### src/rtl/full_err_expect_seq_pkg.sv
// Shared types for the expected-value sequencer: FSM states, width defaults, memory-control bundle.
package full_err_expect_seq_pkg;

    localparam int DATA_W_DEF = 32;
    localparam int ADDR_W_DEF = 6;

    typedef enum logic [1:0] {
        ST_IDLE   = 2'd0,
        ST_LOAD   = 2'd1,
        ST_FULL   = 2'd2,
        ST_STREAM = 2'd3
    } state_e;

    typedef struct packed {
        logic [ADDR_W_DEF-1:0] addr;
        logic                  wr_en;
        logic                  rd_en;
    } expected_int_32_6_t;

endpackage

### src/rtl/full_err_expect_seq_if.sv
// Load/stream/memory bundle of the expected-value sequencer; slave = sequencer, master = its environment.
interface full_err_expect_seq_if #(
    parameter int DATA_W = full_err_expect_seq_pkg::DATA_W_DEF,
    parameter int ADDR_W = full_err_expect_seq_pkg::ADDR_W_DEF
);
    logic [ADDR_W:0]   len;
    logic              load_start;
    logic              in_valid;
    logic [DATA_W-1:0] in_data;
    logic              in_ready;
    logic              rd_start;
    logic              out_valid;
    logic [DATA_W-1:0] out_data;
    logic              out_last;
    logic              out_ready;
    logic [ADDR_W-1:0] mem_addr;
    logic              mem_wr_en;
    logic              mem_rd_en;
    logic [DATA_W-1:0] mem_wr_data;
    logic [DATA_W-1:0] mem_rd_data;
    logic              loaded;

    modport slave (
        input  len, load_start, in_valid, in_data, rd_start, out_ready, mem_rd_data,
        output in_ready, out_valid, out_data, out_last, mem_addr, mem_wr_en, mem_rd_en,
               mem_wr_data, loaded
    );

    modport master (
        output len, load_start, in_valid, in_data, rd_start, out_ready, mem_rd_data,
        input  in_ready, out_valid, out_data, out_last, mem_addr, mem_wr_en, mem_rd_en,
               mem_wr_data, loaded
    );
endinterface

### src/rtl/full_err_expect_skid.sv
// Two-entry output buffer, fall-through when empty (zero added latency).
// Holds head stable under backpressure; in_rdy drops only when both entries are occupied.
module full_err_expect_skid #(
    parameter int W = 33
) (
    input  logic         clk,
    input  logic         reset,
    input  logic         in_vld,
    input  logic [W-1:0] in_dat,
    output logic         in_rdy,
    output logic         out_vld,
    output logic [W-1:0] out_dat,
    input  logic         out_rdy,
    output logic [1:0]   occ
);
    logic [W-1:0] head_q, head_d, tail_q, tail_d;
    logic [1:0]   cnt_q, cnt_d;
    logic         push, pop;

    always_comb begin
        in_rdy  = (cnt_q != 2'd2);
        out_vld = (cnt_q != 2'd0) || in_vld;
        out_dat = (cnt_q != 2'd0) ? head_q : (in_vld ? in_dat : '0);
        occ     = cnt_q;
        push    = in_vld && in_rdy;
        pop     = out_vld && out_rdy;
        head_d  = head_q;
        tail_d  = tail_q;
        cnt_d   = cnt_q;
        case (cnt_q)
            2'd0: if (push && !pop) begin
                head_d = in_dat;
                cnt_d  = 2'd1;
            end
            2'd1: begin
                if (push && pop) begin
                    head_d = in_dat;
                end else if (push) begin
                    tail_d = in_dat;
                    cnt_d  = 2'd2;
                end else if (pop) begin
                    cnt_d = 2'd0;
                end
            end
            default: if (pop) begin
                head_d = tail_q;
                cnt_d  = 2'd1;
            end
        endcase
    end

    always_ff @(posedge clk or negedge reset) begin
        if (!reset) begin
            head_q <= '0;
            tail_q <= '0;
            cnt_q  <= 2'd0;
        end else begin
            head_q <= head_d;
            tail_q <= tail_d;
            cnt_q  <= cnt_d;
        end
    end
endmodule

### src/rtl/full_err_expect_seq.sv
// Loads up to 64 expected words into external memory, then replays them on rd_start.
// First beat 2 cycles after rd_start; reads stall so buffered plus in-flight words never exceed 2.
module full_err_expect_seq
    import full_err_expect_seq_pkg::*;
#(
    parameter int DATA_W = DATA_W_DEF,
    parameter int ADDR_W = ADDR_W_DEF
) (
    input  logic                 clk,
    input  logic                 reset,
    full_err_expect_seq_if.slave bus
);
    localparam int               CNT_W = ADDR_W + 1;
    localparam logic [CNT_W-1:0] DEPTH = CNT_W'(2 ** ADDR_W);
    localparam logic [CNT_W-1:0] ONE   = CNT_W'(1);

    state_e           state_q, state_d;
    logic [CNT_W-1:0] len_q, len_d, wcnt_q, wcnt_d, rcnt_q, rcnt_d;
    logic             rd_pend_q, rd_pend_d, rd_last_q, rd_last_d;
    logic             in_ready_q, in_ready_d, loaded_q, loaded_d;

    expected_int_32_6_t mem_ctl;
    logic [DATA_W-1:0]  wr_dat;
    logic [1:0]         occ;
    logic [2:0]         pend_sum;
    logic               sk_in_rdy, sk_vld, issue, last_pop, load_req;
    logic [DATA_W:0]    sk_dat;
    logic [CNT_W-1:0]   len_clamped;

    // Last-entry flag travels with the data so out_last needs no separate count.
    full_err_expect_skid #(.W(DATA_W + 1)) u_skid (
        .clk     (clk),
        .reset   (reset),
        .in_vld  (rd_pend_q),
        .in_dat  ({rd_last_q, bus.mem_rd_data}),
        .in_rdy  (sk_in_rdy),
        .out_vld (sk_vld),
        .out_dat (sk_dat),
        .out_rdy (bus.out_ready),
        .occ     (occ)
    );

    always_comb begin
        len_clamped = (bus.len > DEPTH) ? DEPTH : bus.len;
        load_req    = bus.load_start && (bus.len != '0);
        pend_sum    = {1'b0, occ} + {2'b00, rd_pend_q};
        issue       = (state_q == ST_STREAM) && sk_in_rdy && (pend_sum < 3'd2) && (rcnt_q < len_q);
        last_pop    = (state_q == ST_STREAM) && sk_vld && bus.out_ready && sk_dat[DATA_W];

        state_d   = state_q;
        len_d     = len_q;
        wcnt_d    = wcnt_q;
        rcnt_d    = rcnt_q;
        rd_pend_d = 1'b0;
        rd_last_d = 1'b0;
        mem_ctl   = '0;
        wr_dat    = '0;

        case (state_q)
            ST_IDLE: if (load_req) begin
                state_d = ST_LOAD;
                len_d   = len_clamped;
                wcnt_d  = '0;
            end
            ST_LOAD: if (in_ready_q && bus.in_valid) begin
                mem_ctl.wr_en = 1'b1;
                mem_ctl.addr  = wcnt_q[ADDR_W-1:0];
                wr_dat        = bus.in_data;
                wcnt_d        = wcnt_q + ONE;
                if (wcnt_q == len_q - ONE) state_d = ST_FULL;
            end
            ST_FULL: begin
                if (bus.rd_start) begin
                    state_d = ST_STREAM;
                    rcnt_d  = '0;
                end else if (load_req) begin
                    state_d = ST_LOAD;
                    len_d   = len_clamped;
                    wcnt_d  = '0;
                end
            end
            default: begin
                if (issue) begin
                    mem_ctl.rd_en = 1'b1;
                    mem_ctl.addr  = rcnt_q[ADDR_W-1:0];
                    rcnt_d        = rcnt_q + ONE;
                    rd_pend_d     = 1'b1;
                    rd_last_d     = (rcnt_q == len_q - ONE);
                end
                if (last_pop) state_d = ST_FULL;
            end
        endcase

        in_ready_d = (state_d == ST_LOAD);
        loaded_d   = (state_d == ST_FULL);
    end

    always_ff @(posedge clk or negedge reset) begin
        if (!reset) begin
            state_q    <= ST_IDLE;
            len_q      <= '0;
            wcnt_q     <= '0;
            rcnt_q     <= '0;
            rd_pend_q  <= 1'b0;
            rd_last_q  <= 1'b0;
            in_ready_q <= 1'b0;
            loaded_q   <= 1'b0;
        end else begin
            state_q    <= state_d;
            len_q      <= len_d;
            wcnt_q     <= wcnt_d;
            rcnt_q     <= rcnt_d;
            rd_pend_q  <= rd_pend_d;
            rd_last_q  <= rd_last_d;
            in_ready_q <= in_ready_d;
            loaded_q   <= loaded_d;
        end
    end

    assign bus.in_ready    = in_ready_q;
    assign bus.loaded      = loaded_q;
    assign bus.mem_addr    = mem_ctl.addr;
    assign bus.mem_wr_en   = mem_ctl.wr_en;
    assign bus.mem_rd_en   = mem_ctl.rd_en;
    assign bus.mem_wr_data = wr_dat;
    assign bus.out_valid   = sk_vld;
    assign bus.out_data    = sk_dat[DATA_W-1:0];
    assign bus.out_last    = sk_dat[DATA_W];
endmodule

### src/flat_wrapper.sv
// flat-port wrapper written by rule: the top's interface ports become plain ports
module full_err_expect_seq_flat import full_err_expect_seq_pkg::*;
#(
    parameter int DATA_W = DATA_W_DEF,
    parameter int ADDR_W = ADDR_W_DEF
)
  (clk, reset, bus_len, bus_load_start, bus_in_valid, bus_in_data, bus_rd_start, bus_out_ready, bus_mem_rd_data, bus_in_ready, bus_out_valid, bus_out_data, bus_out_last, bus_mem_addr, bus_mem_wr_en, bus_mem_rd_en, bus_mem_wr_data, bus_loaded);
  full_err_expect_seq_if #(.DATA_W(DATA_W), .ADDR_W(ADDR_W)) bus_i ();
  input  logic clk;
  input  logic reset;
  input wire logic [$bits(bus_i.len)-1:0] bus_len;
  input wire logic [$bits(bus_i.load_start)-1:0] bus_load_start;
  input wire logic [$bits(bus_i.in_valid)-1:0] bus_in_valid;
  input wire logic [$bits(bus_i.in_data)-1:0] bus_in_data;
  input wire logic [$bits(bus_i.rd_start)-1:0] bus_rd_start;
  input wire logic [$bits(bus_i.out_ready)-1:0] bus_out_ready;
  input wire logic [$bits(bus_i.mem_rd_data)-1:0] bus_mem_rd_data;
  output wire logic [$bits(bus_i.in_ready)-1:0] bus_in_ready;
  output wire logic [$bits(bus_i.out_valid)-1:0] bus_out_valid;
  output wire logic [$bits(bus_i.out_data)-1:0] bus_out_data;
  output wire logic [$bits(bus_i.out_last)-1:0] bus_out_last;
  output wire logic [$bits(bus_i.mem_addr)-1:0] bus_mem_addr;
  output wire logic [$bits(bus_i.mem_wr_en)-1:0] bus_mem_wr_en;
  output wire logic [$bits(bus_i.mem_rd_en)-1:0] bus_mem_rd_en;
  output wire logic [$bits(bus_i.mem_wr_data)-1:0] bus_mem_wr_data;
  output wire logic [$bits(bus_i.loaded)-1:0] bus_loaded;
  assign bus_i.len = bus_len;
  assign bus_i.load_start = bus_load_start;
  assign bus_i.in_valid = bus_in_valid;
  assign bus_i.in_data = bus_in_data;
  assign bus_i.rd_start = bus_rd_start;
  assign bus_i.out_ready = bus_out_ready;
  assign bus_i.mem_rd_data = bus_mem_rd_data;
  assign bus_in_ready = bus_i.in_ready;
  assign bus_out_valid = bus_i.out_valid;
  assign bus_out_data = bus_i.out_data;
  assign bus_out_last = bus_i.out_last;
  assign bus_mem_addr = bus_i.mem_addr;
  assign bus_mem_wr_en = bus_i.mem_wr_en;
  assign bus_mem_rd_en = bus_i.mem_rd_en;
  assign bus_mem_wr_data = bus_i.mem_wr_data;
  assign bus_loaded = bus_i.loaded;
  full_err_expect_seq #(.DATA_W(DATA_W), .ADDR_W(ADDR_W)) u_core (.clk(clk), .reset(reset), .bus(bus_i));
endmodule
### config.mk
export PLATFORM = sky130hd
export DESIGN_NAME = full_err_expect_seq_flat
export DESIGN_NICKNAME = d
export VERILOG_FILES = /design/src/rtl/full_err_expect_seq_pkg.sv /design/src/rtl/full_err_expect_seq_if.sv /design/src/rtl/full_err_expect_skid.sv /design/src/rtl/full_err_expect_seq.sv /design/src/flat_wrapper.sv
export SDC_FILE = /design/constraint.sdc
export NUM_CORES = 1
export LEC_CHECK = 0
export BUFFER_PORTS_ARGS = -buffer_cell sky130_fd_sc_hd__buf_2
export CAP_MARGIN = 10
export CORE_MARGIN = 2
export CORE_UTILIZATION = 35
export CTS_BUF_LIST = sky130_fd_sc_hd__clkbuf_16
export DETAILED_ROUTE_END_ITERATION = 16
export PLACE_DENSITY_LB_ADDON = 0.05
export SYNTH_ARGS = -nofsm -noshare
export SYNTH_HDL_FRONTEND = slang
export SYNTH_HIERARCHICAL = 1
export SYNTH_SLANG_ARGS = --single-unit
### constraint.sdc
create_clock -name clk -period 4 [get_ports clk]
set_input_delay 0.8 -clock clk [delete_from_list [all_inputs] [get_ports clk]]
set_output_delay 0.8 -clock clk [all_outputs]
set_load 0.02 [all_outputs]
== Yosys cells after proc, flatten, opt, wreduce, memory -nomap -nowiden ==
Cells that the tools add are included.

* Add/sub/neg operators: 4
* Multipliers: 0
* Divide/modulo/power cells: 0
* $lt $le $gt $ge: 3
* Eq/ne operators: 16
* Shift operators: 0
* Muxes and demuxes: 39
* Bitwise logic cells: 2
* Reduce and logical (&&, ||, !) cells: 31

{| class="wikitable"
|+ Operator list
! kind !! number
|-
| 33-bit two-way mux || 5
|-
| 33-bit one-hot mux with 2 select lines || 1
|-
| 32-bit two-way mux || 2
|-
| 7-bit two-way mux || 9
|-
| 7-bit one-hot mux with 2 select lines || 2
|-
| 7-bit one-hot mux with 3 select lines || 1
|-
| 2-bit two-way mux || 10
|-
| 7-bit by 1-bit adder with 7-bit output, second input constant || 2
|-
| 7-bit equality test || 2
|-
| 1-bit logical AND || 12
|-
| 2-bit inequality test, second input constant || 6
|-
| 6-bit one-hot mux with 2 select lines || 1
|-
| 3-bit AND reduction || 4
|-
| 7-bit > comparator, second input constant || 1
|-
| 7-bit < comparator || 1
|-
| 7-bit nonzero test || 1
|-
| 7-bit by 1-bit subtractor with 7-bit output, second input constant || 1
|-
| 2-bit by 1-bit equality test with 1-bit output, second input constant || 3
|-
| 2-bit equality test, second input constant || 3
|-
| 6-bit two-way mux || 1
|-
| 2-bit one-hot mux with 3 select lines || 1
|-
| 2-bit nonzero test || 3
|-
| 3-bit nonzero test || 2
|-
| 1-bit two-way mux || 5
|-
| other kinds (13) || 16
|}

* Register bits after elaboration: 95
* Bits in latches: 0
* RAM bits: 0
* Bits in read-only memories: 0
* Input port bits: 77
* Output and inout port bits: 76
* Logic and storage cells: 106
* Memories kept: 0

== Logic depth before layout (Yosys ltp) ==
Gate-level depths: netlist (run 1).

* Word-level depth: 8
* Gate-level depth with buffers: 9
* Mapped depth without buffers: 7

== Modules after synthesis ==
Netlist (run 1), hierarchy kept.

{| class="wikitable"
|+ Modules (own cells, without submodules)
! module !! instances !! cells an instance !! area each (µm²) !! sequential area each (µm²)
|-
| full_err_expect_skid || 1 || 302 || 3592.2 || 1701.6
|-
| full_err_expect_seq || 1 || 228 || 2004.4 || 675.6
|}

== Worst setup path after synthesis (run 1) ==
No wires, ideal clock.

* Path type: flip-flop to output port
* Start: reg u_core.u_skid.cnt_q[1] (netlist: u_core/u_skid/occ[1])
* End: out bus_mem_addr[0]
* Arrival time: 2194 ps
* Data required time: 3200 ps
* Slack: 1006 ps
* Stages on the path, launching flop included: 9
* Buffers on the path: 3
* Path through: dfrtp_1 buf_2 buf_1 nand2b_1 or3b_1 a2111oi_4 nor2b_1 buf_2 a22o_1

* Word-level cells in the longest chain between the ends: 6
* Elaborated cells between the ends (all ways): 8
* Classes of those cells: add/sub (1); order compare (1); eq/ne (1); mux (2); reduce/logical (3)

{| class="wikitable"
|+ RTL lines
! element !! line !! RTL
|-
| start: declaration || full_err_expect_skid.sv:17 || <nowiki>logic [1:0] cnt_q, cnt_d;</nowiki>
|-
| start signal: assignment || full_err_expect_skid.sv:60 || <nowiki>cnt_q <= cnt_d;</nowiki>
|-
| 2-bit inequality test || full_err_expect_skid.sv:21 || <nowiki>in_rdy = (cnt_q != 2'd2);</nowiki>
|-
| named net u_core.sk_in_rdy || full_err_expect_seq.sv:26 || <nowiki>logic sk_in_rdy, sk_vld, issue, last_pop, load_req;</nowiki>
|-
| 1-bit logical AND (3 in series) || full_err_expect_seq.sv:47 || <nowiki>issue = (state_q == ST_STREAM) && sk_in_rdy && (pend_sum < 3'd2) && (rcnt_q < len_q);</nowiki>
|-
| 6-bit two-way mux || full_err_expect_seq.sv:83 || <nowiki>if (issue) begin</nowiki>
|-
| 6-bit one-hot mux with 2 select lines || full_err_expect_seq.sv:59 || <nowiki>case (state_q)</nowiki>
|-
| end: declaration || flat_wrapper.sv:22 || <nowiki>output wire logic [$bits(bus_i.mem_addr)-1:0] bus_mem_addr;</nowiki>
|}

The timed path passes the listed nets, and every way through them passes these cells.

== Worst setup path in the final report (run 1) ==
* Start: reg u_core.len_q[3]
* End: out bus_mem_addr[2]

* Word-level cells in the longest chain between the ends: 4

{| class="wikitable"
|+ RTL lines
! element !! line !! RTL
|-
| start: declaration || full_err_expect_seq.sv:18 || <nowiki>logic [CNT_W-1:0] len_q, len_d, wcnt_q, wcnt_d, rcnt_q, rcnt_d;</nowiki>
|-
| start signal: assignment || full_err_expect_seq.sv:110 || <nowiki>len_q <= len_d;</nowiki>
|-
| 7-bit < comparator || full_err_expect_seq.sv:47 ||
|-
| 1-bit logical AND || full_err_expect_seq.sv:47 ||
|-
| 6-bit two-way mux || full_err_expect_seq.sv:83 ||
|-
| 6-bit one-hot mux with 2 select lines || full_err_expect_seq.sv:59 ||
|}

No other way between the ends.

==> out/qor.yml, run 1 <==
sta:
  setup_violations: 0
  setup_tns_ps: 0
  final.min_clock_period_ps: 3540
  fin_worst_skew_ps: 8.92
  post-route-period-util_pct: 88.5
  hold_violations: 0
  grt_setup_unrepaired: "no"
  holdWs_ps: 503
  tightest_slew_ps: 865
  final_max_slew_viol_count: 0
  max_freq_ghz: 0.283
  slew_headroom_pct: 42.2
clock_network:
  cts_tree: "built"
  clkTransAtPathRegs_ps: 70
  cts_max_level: 3
  cts-hold-fix-buffers: 0
  root_buffer: "clkbuf_16"
  cts_buffers: 9
  clk_latency_ps: 350
  cts_setup_buffers: 0
  post_cts_resized: 0
  clock-sinks: 95
  clockBufferDepth: 2
global_routing:
  grtUsageTotal_pct: 16.7
  antenna_found_initial: 0
  grt_pass1_vias: 4357
  grt_overflow: 0
  grt_pass1_wl_mm: 22.3
  grt_max_degree: 59
synthesis:
  yosys.area.top_type: "dfrtp_1"
  synth_top_area_share_pct: 42.5
  yosysMostFrequentCell: "dfrtp_1"
  synth_xor_area_share_pct: 3.44
  yosys_warnings: 6
  synth_mux_area_share_pct: 22.3
  synth.distinct_cells: 51
  synth.area.top_cells: "dfrtp_1 (42%), mux2_2 (14%), mux2_4 (8.0%), nand2_1 (5.6%), o21ai_0 (3.8%)"
  synth_seq_area_share_pct: 42.5
  synth_ff_type: "dfrtp_1"
  synth_nets: 617
  synthSimpleGateAreaFrac_pct: 16.1
  synth_area_sq_um: 5600
  synth_compound_area_share_pct: 9.17
  synth_edf_count: 0
  synth_common_cells: "dfrtp_1 (95), nand2_1 (83), mux2_2 (70)"
  netlist_instances: 530
  synthArstFlopShare_pct: 100
  syn_avg_cell_area_sq_um: 10.6
  ys_ff_latch: 95
  synth_top_family_by_area: "multiplexers"
  synthAdderAreaFrac_pct: 2.24
final_layout:
  regArea_sq_um: 2380
  drive_above_1_share_pct: 42.1
  utilization_pct: 43.2
  area_growth_pct: 21.7
  final_nets: 755
  antennaDiodeCount: 0
  final_cells: 889
  multi_input_area_sq_um: 2990
  fillers: 1586
route:
  drt-wirelength-per-cell_um: 15.5
  via_count: 4406
  via_per_inst: 4.96
  post-route-drc-count: 0
  dr.pass1.iters: 4
  routed_wl_mm: 13.7
  drtIter0Drc: 277
  ant_nets: 0
setup_path:
  path_class: "flop to output pin"
  setup.worst_path.start_class: "flop"
  r2r_slack_ps: 1360
  crit_arrival_ps: 2740
  end_kind: "output pin"
  worstPathRequired_ps: 3200
  crit_fanout: 11
place:
  portBuffers: 152
  dp_hpwl_mm: 9.45
  gp_congestion: 0.791
  dp_cells: 873
floorplanning:
  dieArea_sq_um: 17000
  core_area_sq_um: 15800
  io_pins: 153
  chipWidth_um: 130
  die_h_um: 130
  start_util_pct: 35.5
  rows: 46
power:
  p_per_area_nw_per_um2: 666
  p_sw_share_pct: 40.0
  p_sw_mw: 1.81
  vdd_ir_drop_max_mv: 0.280
  internal_power_mw: 2.72
  seqPwrFrac_pct: 35.4
  clock_power_share_pct: 18.6
  pwr-share-comb_pct: 46.0
  p_leak_nw: 3.27
min_path:
  hp-class: "flop to flop"
run_status:
  outcome: "complete, no violations"
run:
  maxCapViolations: 0
[cells in the final DEF, fill, tap and decap left out, drive strengths merged, types with 5 or more instances in the layout]
master / synthesis / routed
dfrtp: 95 / 95
a21oi: 12 / 12
xnor2: 15 / 15
inv: 12 / 17
nand3b: 6 / 6
nand2: 84 / 84
ha: 10 / 10
nand3: 6 / 6
clkbuf: 19 / 9
a22o: 6 / 6
nand4: 5 / 5
buf: 15 / 161
o21ai: 51 / 51
xor2: 7 / 7
mux2: 100 / 100
nor2: 10 / 10
and2: 34 / 34
[metal layers]
| metal | track usage (%) | routed length [um] | vias up |
|---|---|---|---|
| li1 | - | - | 2117 |
| met1 | 22.7 | 6300 | 2134 |
| met2 | 27.7 | 6500 | 145 |
| met3 | 2.77 | 746 | 10 |
| met4 | 4.88 | 199 | 0 |
| met5 | 0 | 0 | - |
[final cells by class]
class                   count  share of cell area (%)
multi-input cells         389                    43.9
flip-flops and latches     95                    34.9
repair buffers            161                    12.4
well taps                 216                    3.97
clock buffers               9                    3.31
clock inverters             7                   0.845
inverters                  12                   0.661
[sequential cells by signal (all words and copies together), names as in the netlist]
name,cells
u_core/u_skid/head_q,33
u_core/u_skid/tail_q,33
u_core/len_q,7
u_core/rcnt_q,7
u_core/wcnt_q,7
u_core/state_q,2
u_core/u_skid/occ,2
u_core/bus.in_ready,1
u_core/bus.loaded,1
u_core/rd_last_q,1
u_core/rd_pend_q,1
[kinds of logic (layout without fill, tap and decap cells)]
logic type      Yosys count  after routing
simple gates            173            173
xor+xnor                 22             22
flops                    95             95
mux                     101            101
buf+inv                  46            189
compound gates           83             83
fa+ha+maj                10             10
[per-stage QoR]
step | cell area [sq um] | total power [mW] | worst slack [ps]
after floorplan | 5600 | 3.11 | 1010
after global placement | 6530 | 3.67 | 1000
after detailed placement | 6530 | 3.72 | 879
after CTS | 6810 | 4.60 | 484
after global routing | 6810 | 4.87 | 269
final | 6810 | 4.54 | 460
[power by group through the flow]
stage	clock [mW]	sequential, mW	combinational (mW)
finish	0.845	1.61	2.08
global route	0.911	1.66	2.31
CTS	0.877	1.60	2.11
detailed placement	0	1.62	2.11
global placement	0	1.62	2.06
floorplan	0	1.48	1.63
[worst paths after layout]
kind / from / cells after the start / end
hold reg to reg: u_core/u_skid/tail_q[31] / 1 / u_core/u_skid/tail_q[31]
setup reg to reg: u_core/u_skid/occ[1] / 4 / u_core/u_skid/head_q[28]
max in group asynchronous: reset / 2 / u_core/len_q[2]
setup / recovery: u_core/len_q[3] / 9 / bus_mem_addr[2]
min in group asynchronous: reset / 1 / u_core/u_skid/tail_q[5]
hold / removal: u_core/u_skid/tail_q[31] / 1 / u_core/u_skid/tail_q[31]
[critical path: stages, from the launching register on]
cell,delay [ps]
dfrtp_1,530
inv_1,150
ha_1,330
a21o_1,110
a21oi_1,50
a21oi_1,540
nor2b_1,100
buf_4,210
a22o_1,200
buf_2,160
Power figures use the tool's default switching activity.
==> run 2: changes to the inputs <==
==> constraint.sdc (replaced) <==
create_clock -name clk -period 3.17 [get_ports clk]
set_input_delay 0.1585 -clock clk [delete_from_list [all_inputs] [get_ports clk]]
set_output_delay 0.1585 -clock clk [all_outputs]
set_load 0.02 [all_outputs]
==> out/qor.yml, run 2 (synthesis gave the netlist of run 1 again) <==
route:
  ant_nets: 0  # unchanged
  via_per_inst: 4.93  # -0.54%
  routed_wl_mm: 13.8  # +0.36%
  via_count: 4392  # -0.32%
  drt-wirelength-per-cell_um: 15.5  # +0.13%
  dr.pass1.iters: 4  # unchanged
  post-route-drc-count: 0  # unchanged
  drtIter0Drc: 167  # -40%
clock_network:
  clkTransAtPathRegs_ps: 70  # about the same
  cts_tree: "built"
  clockBufferDepth: 2  # unchanged
  clk_latency_ps: 340  # about the same
  clock-sinks: 95  # unchanged
  cts_max_level: 3  # unchanged
  post_cts_resized: 0  # unchanged
  root_buffer: "clkbuf_16"
  cts_buffers: 9  # unchanged
power:
  p_leak_nw: 3.25  # -0.44%
  seqPwrFrac_pct: 36.3  # +0.9 points
  p_per_area_nw_per_um2: 826  # +24%
  internal_power_mw: 3.34  # +23%
  pwr-share-comb_pct: 46.3  # +0.3 points
  clock_power_share_pct: 17.4  # -1.2 points
  vdd_ir_drop_max_mv: 0.349  # +25%
  p_sw_mw: 2.28  # +26%
  p_sw_share_pct: 40.6  # +0.57 points
sta:
  hold_violations: 0  # unchanged
  holdWs_ps: 70.9  # -432 ps
  max_freq_ghz: 0.347
  setup_violations: 0  # unchanged
  setup_tns_ps: 0  # unchanged
  final.min_clock_period_ps: 2880
  slew_headroom_pct: 50.6  # +8.4 points
  post-route-period-util_pct: 90.8
  final_max_slew_viol_count: 0  # unchanged
  grt_setup_unrepaired: "no"
  fin_worst_skew_ps: 7.19  # -1.73 ps
  tightest_slew_ps: 741  # -124 ps
final_layout:
  area_growth_pct: 21.6  # about the same
  reg_top3: "u_core/u_skid/head_q x33, u_core/u_skid/tail_q x33"
  mostFrequentLayoutCell: "buf_2"
  drive_above_1_share_pct: 42.1  # about the same
  final_cell_mix: "buf_2 (151), dfrtp_1 (94), nand2_1 (83)"
  final_nets: 757  # +0.26%
  antennaDiodeCount: 0  # unchanged
place:
  portBuffers: 152  # unchanged
  gp_congestion: 0.808  # +2.2%
  dp_hpwl_mm: 9.47  # +0.19%
setup_path:
  end_kind: "output pin"
  reg2reg_from: "u_core/rd_pend_q"
  r2r_end: "u_core/u_skid/head_q[28]"
  path_class: "flop to output pin"
  r2r_slack_ps: 700  # -660 ps
  rr_worst_depth: 3  # -1
  crit_arrival_ps: 2720  # -20 ps
  setup.worst_path.start_class: "flop"
  worstPathRequired_ps: 3010  # -190 ps
  crit_fanout: 11  # unchanged
global_routing:
  grt_overflow: 0  # unchanged
  grt_pass1_vias: 4456  # +2.3%
  grtUsageTotal_pct: 16.6  # -0.074 points
  grt_pass1_wl_mm: 22.1  # -0.93%
  antenna_found_initial: 0  # unchanged
  grt_max_degree: 50  # -15%
floorplanning:
  die_h_um: 130  # unchanged
  start_util_pct: 35.5  # unchanged
  rows: 46  # unchanged
  io_pins: 153  # unchanged
  chipWidth_um: 130  # unchanged
  core_area_sq_um: 15800  # unchanged
  dieArea_sq_um: 17000  # unchanged
min_path:
  hp-class: "input port to flop"
  min_to: "u_core/u_skid/tail_q[4]"
  worstHoldStart: "bus_mem_rd_data[4]"
  worstHoldPathCells: 2  # +1
run_status:
  outcome: "complete, no violations"
run:
  maxCapViolations: 0  # unchanged
## run 2: worst max-delay path by stage
stage,start,end,cells after the start
after floorplan,u_core/u_skid/occ[1],u_core/rcnt_q[1],8
after global routing,u_core/len_q[3],bus_mem_addr[5],9
after detailed placement,u_core/rd_pend_q,u_core/u_skid/head_q[28],3
final,u_core/len_q[3],bus_mem_addr[3],9
after CTS,u_core/len_q[3],bus_mem_addr[2],9
after global placement,u_core/rd_pend_q,u_core/u_skid/head_q[29],3
## run 2: metrics by stage
| step | setup WS [ps] | instances | instance area (sq um) | total power, mW | util (%) |
|---|---|---|---|---|---|
| 5_1_grt | 34.9 | 891 | 6810 | 6.05 | 43.2 |
| 4_1_cts | 269 | 891 | 6810 | 5.70 | 43.2 |
| 3_5_place_dp | 655 | 874 | 6540 | 4.68 | 41.5 |
| 3_3_place_gp | 697 | 874 | 6540 | 4.65 | 41.5 |
| 2_1_floorplan | 775 | 530 | 5600 | 3.93 | - |
| 6_report | 292 | 891 | 6810 | 5.62 | 43.2 |
## run 2: critical path: stages, from the launching register on
cell     delay (ps)
dfrtp_1         520
inv_1           130
ha_1            320
a21o_1          110
a21oi_1          60
a21oi_1         530
nor2b_1         150
buf_4           210
a22o_1          190
buf_2           160
## run 2: power by group through the flow
stage	registers, mW	logic, mW	clock network [mW]
6_report	2.04	2.60	0.981
5_1_grt	2.10	2.89	1.06
4_1_cts	2.04	2.64	1.02
3_5_place_dp	2.06	2.62	0
3_3_place_gp	2.05	2.60	0
2_1_floorplan	1.87	2.06	0
## run 2: repair_timing
item	4_1_cts	5_1_grt
endpoints found under the hold margin	46	0
setup buffers	0	0
hold buffers	1	0
## run 2: final cells by class
class | count | area [sq um]
clock inverter | 7 | 33.8
fill | 1560 | 8960
timing repair buffer | 163 | 861
inverter | 12 | 45.0
clock buffer | 9 | 225
sequential | 95 | 2380
multi-input combinational | 389 | 2990
tap | 216 | 270
## run 2: routing by layer
metal  global-route usage [%]  vias up  wire (um)
li1                         -     2123          -
met1                     22.0     2120       6450
met2                     28.2      137       6430
met3                     3.01       12        738
met4                     4.57        0        180
met5                        0        -          0
==> run 3: changes to the inputs <==
--- a/config.mk
+++ b/config.mk
@@ -7,7 +7,7 @@
 export LEC_CHECK = 0
 export BUFFER_PORTS_ARGS = -buffer_cell sky130_fd_sc_hd__buf_2
 export CAP_MARGIN = 10
-export CORE_MARGIN = 2
+export CORE_ASPECT_RATIO = 1.75
 export CORE_UTILIZATION = 35
 export CTS_BUF_LIST = sky130_fd_sc_hd__clkbuf_16
 export DETAILED_ROUTE_END_ITERATION = 16
==> out/qor.yml, run 3 (synthesis gave the netlist of run 1 again) <==
run_status:
  outcome: "complete, no violations"
global_routing:
  grt_overflow: 0  # unchanged
  grtUsageTotal_pct: 17.7  # +1.0 points
  antenna_found_initial: 0  # unchanged
  grt_pass1_wl_mm: 23.2  # +4.8%
  grt_pass1_vias: 4583  # +2.9%
  grt_max_degree: 65  # +30%
sta:
  max_freq_ghz: 0.336  # -3.3%
  grt_setup_unrepaired: "no"
  post-route-period-util_pct: 93.9  # +3.1 points
  setup_tns_ps: 0  # unchanged
  fin_worst_skew_ps: 8.10  # +0.911 ps
  tightest_slew_ps: 859  # +118 ps
  final_max_slew_viol_count: 0  # unchanged
  setup_violations: 0  # unchanged
  final.min_clock_period_ps: 2980  # +97.5 ps
  hold_violations: 0  # unchanged
  slew_headroom_pct: 42.7  # -7.9 points
power:
  seqPwrFrac_pct: 35.8  # -0.5 points
  p_per_area_nw_per_um2: 837  # +1.3%
  pwr-share-comb_pct: 46.4  # about the same
  internal_power_mw: 3.37  # +0.70%
  vdd_ir_drop_max_mv: 0.379  # +8.4%
  p_sw_share_pct: 40.9  # +0.32 points
  power_mw: 5.70  # +1.3%
  p_sw_mw: 2.33  # +2.1%
  p_leak_nw: 3.27  # +0.67%
  clock_power_share_pct: 17.9  # +0.5 points
place:
  gp_congestion: 0.787  # -2.7%
  portBuffers: 152  # unchanged
  dp_hpwl_mm: 10.5  # +10%
setup_path:
  cp_slowest_cell: "dfrtp_1"
  r2r_end: "u_core/rcnt_q[1]"
  end_kind: "output pin"
  crit_arrival_ps: 2820  # +100 ps
  path_class: "flop to output pin"
  reg2reg_from: "u_core/len_q[3]"
  crit_chain: "inv_1 -> ha_1 -> a21o_1 -> a21oi_1 -> a21oi_1 -> nor2b_1 -> buf_4 -> a22o_1 -> buf_2"
  rr_worst_depth: 8  # +5
  worstPathRequired_ps: 3010  # about the same
  setup.worst_path.start_class: "flop"
  cpPeakStageDelay_ps: 570  # +40 ps
  r2r_slack_ps: 650  # -50 ps
  path_delay_family: "compound AO/OA/AOI/OAI gates"
  crit_fanout: 11  # unchanged
  path_common_cell: "a21oi_1"
  critPathBufInv: 3  # unchanged
clock_network:
  post_cts_resized: 0  # unchanged
  root_buffer: "clkbuf_16"
  clockBufferDepth: 2  # unchanged
  clk_latency_ps: 340  # about the same
  cts_setup_buffers: 0  # unchanged
  clock-sinks: 95  # unchanged
  clkTransAtPathRegs_ps: 70  # about the same
  cts_tree: "built"
  cts_max_level: 3  # unchanged
  cts_buffers: 9  # unchanged
route:
  via_per_inst: 5.15  # +4.5%
  post-route-drc-count: 0  # unchanged
  via_count: 4445  # +1.2%
  routed_wl_mm: 14.4  # +4.3%
  drtIter0Drc: 138  # -17%
  drt-wirelength-per-cell_um: 16.7  # +7.7%
  dr.pass1.iters: 4  # unchanged
  ant_nets: 0  # unchanged
floorplanning:
  io_pins: 153  # unchanged
  dieArea_sq_um: 16500  # -2.9%
  die_h_um: 169  # +30%
  rows: 60  # +30%
  chipWidth_um: 97.6  # -25%
  start_util_pct: 36.2  # +0.70 points
  core_area_sq_um: 15500  # -1.9%
min_path:
  worstHoldStart: "bus_mem_rd_data[9]"
  worstHoldPathCells: 2  # unchanged
  hp-class: "input port to flop"
  min_to: "u_core/u_skid/tail_q[9]"
final_layout:
  final_cell_mix: "buf_2 (151), dfrtp_1 (94), nand2_1 (83)"
  reg_top3: "u_core/u_skid/head_q x33, u_core/u_skid/tail_q x33"
  area_growth_pct: 21.6  # about the same
  mostFrequentLayoutCell: "buf_2"
  antennaDiodeCount: 0  # unchanged
  drive_above_1_share_pct: 42.8  # +0.76 points
  final_nets: 759  # +0.26%
run:
  maxCapViolations: 0  # unchanged
[run 3: routing by layer]
layer  GRT usage [%]  up-vias  part of all wire [%]
li1                -     2126                     -
met1            18.2     2199                    37
met2            35.2       98                    57
met3            2.55       22                   3.1
met4            6.59        0                   2.6
met5               0        -                     0
[run 3: worst register-to-register path, cell delays in order, from the launching register on]
cell and delay, ps:
dfrtp_1 570, inv_1 180, ha_1 350, a21o_1 120, a21oi_1 60, a21oi_1 550, nor2b_1 100, buf_4 200
mux2_2 280
[run 3: how the worst max path moves through the flow]
stage,start,to,slack [ps],cells past startpoint
after floorplan,u_core/u_skid/occ[1],u_core/rcnt_q[1],780,8
after CTS,u_core/len_q[3],bus_mem_addr[2],180,9
after detailed placement,u_core/len_q[3],bus_mem_addr[2],580,9
final,u_core/len_q[3],bus_mem_addr[2],190,9
after global placement,u_core/len_q[3],bus_mem_addr[2],590,9
after global routing,u_core/len_q[3],bus_mem_addr[2],20,9
[run 3: layout make-up]
cell class / count / area [sq um]
clock inverters: 7 / 47.5
well taps: 186 / 233
clock buffers: 9 / 225
flip-flops and latches: 95 / 2380
inverters: 12 / 45.0
multi-input cells: 389 / 3000
fillers: 1570 / 8660
repair buffers: 165 / 876
[run 3: stage by stage]
stage / setup WS, ps / area (sq um) / hold WS, ps / instances / utilization, %
floorplan: 775 / 5600 / -137 / 530 / -
global placement: 591 / 6520 / 328 / 846 / 42.2
detailed placement: 577 / 6520 / 329 / 846 / 42.2
CTS: 180 / 6800 / 62.3 / 863 / 44.0
global route: 18.4 / 6800 / 66.2 / 863 / 44.0
finish: 195 / 6800 / 74.2 / 863 / 44.0
[run 3: power by group through the flow]
stage | Sequential, mW | Clock [mW] | Combinational (mW)
4_1_cts | 2.04 | 1.06 | 2.68
5_1_grt | 2.10 | 1.10 | 2.91
2_1_floorplan | 1.87 | 0 | 2.06
3_3_place_gp | 2.05 | 0 | 2.62
3_5_place_dp | 2.06 | 0 | 2.66
6_report | 2.04 | 1.02 | 2.64
[run 3: what timing repair did]
item | in CTS | in global routing
endpoints found under the hold margin | 62 | 0
hold buffers | 1 | 0
setup endpoints to repair | 0 | 0
